<file path="config.mk">
export PLATFORM = sky130hd
export DESIGN_NAME = data_memory_param
export DESIGN_NICKNAME = d
export VERILOG_FILES = /design/src/rtl/data_memory_param.sv
export SDC_FILE = /design/constraint.sdc
export NUM_CORES = 2
export LEC_CHECK = 0
export CORE_MARGIN = 3
export CORE_UTILIZATION = 40
export DETAILED_ROUTE_END_ITERATION = 10
export HOLD_SLACK_MARGIN = 0.06
export PLACE_DENSITY_LB_ADDON = 0.05
export SLEW_MARGIN = 20
export SYNTH_ARGS = -nofsm -noshare
export SYNTH_HDL_FRONTEND = slang
export SYNTH_SLANG_ARGS = --single-unit
</file>
<file path="constraint.sdc">
create_clock -name Clock -period 6.21 [get_ports Clock]
set_input_delay 1.242 -clock Clock [delete_from_list [all_inputs] [get_ports Clock]]
set_output_delay 1.242 -clock Clock [all_outputs]
set_load 0.01 [all_outputs]
</file>
<file path="src/rtl/data_memory_param.sv">
// Purpose: parametrised single-port data memory with zero-fill sweep; DATA_MEMORY_PARITY_EN adds per-word even parity and par_err.
// Latency: 1 cycle from an accepted rden to q/q_valid; a clear sweep takes 2**ADDR_W cycles.
// Backpressure: none; while busy is high every wren/rden/clr is dropped.
module data_memory_param #(
    parameter int DATA_W    = 16,
    parameter int ADDR_W    = 8,
    parameter int READ_MODE = 0
) (
    input  logic              Clock,
    input  logic              Reset,
    input  logic [ADDR_W-1:0] address,
    input  logic [DATA_W-1:0] data,
    input  logic              wren,
    input  logic              rden,
    input  logic              clr,
    output logic [DATA_W-1:0] q,
    output logic              q_valid,
`ifdef DATA_MEMORY_PARITY_EN
    output logic              par_err,
`endif
    output logic              busy
);

    localparam int DEPTH = 1 << ADDR_W;

    typedef enum logic {ST_CLEAR, ST_IDLE} state_t;

    state_t            state, state_nxt;
    logic [ADDR_W-1:0] ptr, ptr_nxt;
    logic [DATA_W-1:0] mem [DEPTH];
    logic              rd_acc, wr_acc, mem_we;
    logic [ADDR_W-1:0] mem_addr;
    logic [DATA_W-1:0] mem_wdat, rd_word;

    always_comb begin
        state_nxt = state;
        ptr_nxt   = ptr;
        rd_acc    = 1'b0;
        wr_acc    = 1'b0;
        case (state)
            ST_CLEAR: begin
                ptr_nxt = ptr + ADDR_W'(1);
                if (ptr == {ADDR_W{1'b1}}) state_nxt = ST_IDLE;
            end
            ST_IDLE: begin
                ptr_nxt = '0;
                // clr wins over any same-cycle access
                if (clr) begin
                    state_nxt = ST_CLEAR;
                end else begin
                    rd_acc = rden;
                    wr_acc = wren;
                end
            end
            default: state_nxt = ST_CLEAR;
        endcase
    end

    assign busy     = (state == ST_CLEAR);
    assign mem_we   = !Reset && (busy || wr_acc);
    assign mem_addr = busy ? ptr : address;
    assign mem_wdat = busy ? '0 : data;
    assign rd_word  = (READ_MODE != 0 && wr_acc) ? data : mem[address];

    always_ff @(posedge Clock) begin
        if (mem_we) mem[mem_addr] <= mem_wdat;
    end

`ifdef DATA_MEMORY_PARITY_EN
    logic [DEPTH-1:0] par_mem;
    logic             rd_par;

    // parity of all-zero data is 0, so the sweep needs no special case
    assign rd_par = (READ_MODE != 0 && wr_acc) ? ^data : par_mem[address];

    always_ff @(posedge Clock) begin
        if (mem_we) par_mem[mem_addr] <= ^mem_wdat;
    end

    always_ff @(posedge Clock) begin
        if (Reset) par_err <= 1'b0;
        else       par_err <= rd_acc && (rd_par != ^rd_word);
    end
`endif

    always_ff @(posedge Clock) begin
        if (Reset) begin
            state   <= ST_CLEAR;
            ptr     <= '0;
            q       <= '0;
            q_valid <= 1'b0;
        end else begin
            state   <= state_nxt;
            ptr     <= ptr_nxt;
            q_valid <= rd_acc;
            if (rd_acc) q <= rd_word;
        end
    end

endmodule

</file>
==> results by stage <==
Synthesis:
- The average cell area after synthesis is 20.89 um^2.
- The part of the Yosys area used for sequential elements is 77.62%.
- For this run, the leading register cell type out of synthesis is edfxtp_1.
- The post-synthesis instance area is 159100 um^2.
- The number of enable-type register cells in the synthesized netlist is 4096.
- The total number of yosys warnings is 0.
- Counting flops and latches in the post-synthesis netlist gives 4122.
- In this run the biggest area consumer among cell types represents 77.29% of the synthesized area.
- By count the netlist is led by 4096 x edfxtp_1, 738 x mux4_2, 610 x mux2i_1, 302 x nor2_1, 244 x nand2_1.
- The total nets after synthesis is 7649.
- The number of instances in the synthesized netlist is 7619.
- In the synthesized netlist the async set-or-reset flop fraction comes to 0%.
- In the post-synthesis netlist, the cell with the most instances is edfxtp_1.
- The count of distinct cell types in the synthesized netlist is 62.
- Ranked by total cell area, the synthesized netlist is headed by edfxtp_1 77%, mux4_2 10%, mux2i_1 3.8%, o22ai_1 0.79%, nor2_1 0.71%.
- edfxtp_1 takes more of the synthesized area than any other cell.

STA:
- Summed over all failing endpoints, the final setup total negative slack is 0 ns.
- The number of hold violations in the final report was 0.
- The final number of max-transition violations is 0.
- The shortest clock period the worst path allows after layout is 5.067 ns.
- The post-route clock period utilization is 81.60%.
- Setup repair after global routing left no endpoint under its margin.
- The worst-margin pin slew is 1.220 ns.
- The worst pin sits at a relative slew slack of 18.65%.
- The clock arrives with 0.07692 ns of skew.
- The maximum operating frequency is 0.1973 GHz.
- Setup violations remaining at the end of the flow were counted as 0.

Route:
- In the routed design, unresolved DRC markers number 0.
- The total iterations of the first detailed-routing run is 5.
- The vias after detailed routing is 79876.
- The routed wire length is 482.3 mm.
- The DRC marker count from the first detailed-route iteration is 8222.
- The remaining antenna violation count after routing is 0.
- In the final routed layout, each cell accounts on average for 34.97 um.
- The via count normalized by instance count is 5.791.

Clocking:
- The later pin in the worst-skew pair is clocked with a latency of 0.99 ns.
- The TritonCTS clock tree is built.
- In this run the number of H-tree levels came out at 5.
- The tree built by TritonCTS fans out to 4122 sinks.
- The number of buffers inserted to repair setup after CTS is 0.
- The number of hold buffers added after CTS was 0.
- The register clock-pin slew on the reported worst setup and hold paths is 0.06 ns.
- The maximum buffer depth of the clock tree is 4.
- The clock buffer count from CTS is 448.
- The post-CTS resize count is 0.
- The tree is rooted in a clkbuf_16.

Pwr:
- IR analysis of the VDD net gives a maximum drop of 0.2406 mV.
- For this design the static power due to leakage is 62.98 nW.
- The overall power of the completed layout is 58.11 mW.
- In this run the power density over the cells is 318.0 nW/um^2.

Critical path:
- The critical path's largest stage delay is 0.97 ns.
- The slowest stage of the critical path is the or3b_2 cell.
- In this run the worst setup path begins at address[5].
- STA classifies the critical path endpoint as a flip-flop.
- The startpoint class of the critical path is an input pin.
- The worst register-to-register path has a setup slack of 1.96 ns.
- In this run the critical register-to-register path is captured at q[11].
- In this run the worst setup path terminates at q[1].
- The count of cells along the worst register-to-register path is 6.
- The number of buffer and inverter stages on the critical path is 1.
- The startpoint of the most critical register-to-register path is state.
- The worst setup path is of the input pin to flip-flop kind.
- STA puts the critical path data arrival time at 5.88 ns.
- The number of cells on the critical path is 7.
- Walking the worst path, the cells encountered are clkdlybuf4s50_1 -> or3b_2 -> nor2_1 -> and3_1 -> a2111oi_0 -> a31oi_1 -> o31ai_1.
- For the worst setup path, the data required time is 7.02 ns.
- Of all nets on the critical path, the largest fanout is 18.
- On the critical path the largest part of the delay comes from simple AND/OR/NAND/NOR gates.

Layout:
- The number of nets in the finished design is 8210.
- Of the cells placed in the final design, the portion with a size suffix greater than 1 is 24.52%.
- The number of standard cells in the final layout excluding fillers is 13793.
- For this run, the share of the core covered by cells in the final layout is 46.34%.
- Relative to the synthesized area, the layout overhead comes to 14.82%.

Floorplan:
- The core footprint is 394300 um^2.
- The initialized floorplan defines 230 standard-cell rows.
- The die footprint is 405400 um^2.
- For this configuration, the core starts out at a cell density of 40.36%.
- In this run the horizontal extent of the chip is 636.7 um.
- The floorplan step set the die height to 636.7 um.
- 47 I/O pins were placed.

Global route:
- Entering global routing, the biggest net connects 173 pins.
- The global-route wire length before repair is 669.0 mm.
- In the global route stage, overall resource usage came out at 23.49%.
- The initial antenna violation count is 18.
- After global routing the overflow that remains totals 0.
- The via count of the first global-routing pass is 80318.

Placed design:
- The placed instance count is 12949.
- The count of port buffers added during placement is 46.
- The final weighted congestion in routability-driven placement is 0.8353.
- After legalization and detailed placement, the total HPWL measured 295.8 mm.

Flow run:
- The number of max-capacitance violations reported is 0.

Status:
- The run finished with clean final reports.

Worst hold path:
- The type of the tightest min-delay check is flip-flop to flip-flop.
==> logic make-up after synthesis <==
logic type	share of synthesized area [%]
buf+inv	1.806
xor+xnor	0.03302
compound gates	3.831
simple gates	2.069
fa+ha+maj	0.007861
flops	77.62
mux	14.63
==> layer usage <==
metal | up-vias | routed length [um] | track usage [%]
met5 | - | 0 | 0
li1 | 33066 | - | -
met3 | 609 | 26740 | 2.828
met2 | 2576 | 229400 | 37.57
met1 | 43625 | 209700 | 33.73
met4 | 0 | 16430 | 7.414
==> layout make-up <==
cell class	instances	area (um^2)
inverter	14	60.06
clock inverter	284	2509
multi-input combinational	3027	33190
timing repair buffer	567	5091
fill	33220	211500
antenna	14	35.03
tap	5220	6531
sequential	4122	123500
clock buffer	545	11780
==> cell usage in the layout (no fill, tap or decap), types with 49 or more instances in the layout <==
master,Yosys,routed
a22oi_1,88,88
nor2_2,0,83
o221ai_1,115,115
clkbuf_16,0,456
mux2i_1,610,610
o22ai_1,201,201
clkinv_2,0,98
clkinv_1,1,112
clkbuf_1,143,86
buf_4,62,465
nand2_1,244,242
mux4_2,738,738
nor2_1,302,204
o21ai_0,71,70
a21oi_1,156,154
a211oi_1,50,49
edfxtp_1,4096,4096
buf_12,5,53
==> flip-flops by register name, summed over array words and instances, names as in the netlist <==
name and cells:
mem 4096, q 16, ptr 8, q_valid 1
state 1
==> power by group <==
part	switching (mW)	total (mW)	internal [mW]
clock network	11.0	26.0	15.1
registers	0.00648	30.1	30.1
logic	1.26	1.96	0.696
==> stage by stage <==
step	hold slack (ns)	cell area [um^2]	setup slack (ns)
final	0.5331	182700	1.143
after global routing	0.5468	182700	1.228
after CTS	0.5322	182600	1.327
after detailed placement	0.5196	168300	0.2418
after global placement	0.4806	168200	-0.3187
after floorplan	0.4604	159100	0.7729
==> worst min-delay path by stage <==
stage | end | cells after the start | slack [ns] | start
floorplan | ptr[0] | 1 | 0.46 | ptr[0]
global placement | ptr[0] | 1 | 0.48 | ptr[0]
detailed placement | ptr[0] | 1 | 0.52 | ptr[0]
CTS | ptr[0] | 1 | 0.53 | ptr[0]
global route | ptr[0] | 1 | 0.55 | ptr[0]
finish | ptr[0] | 1 | 0.53 | ptr[0]
(Power assumes the default switching activity.)
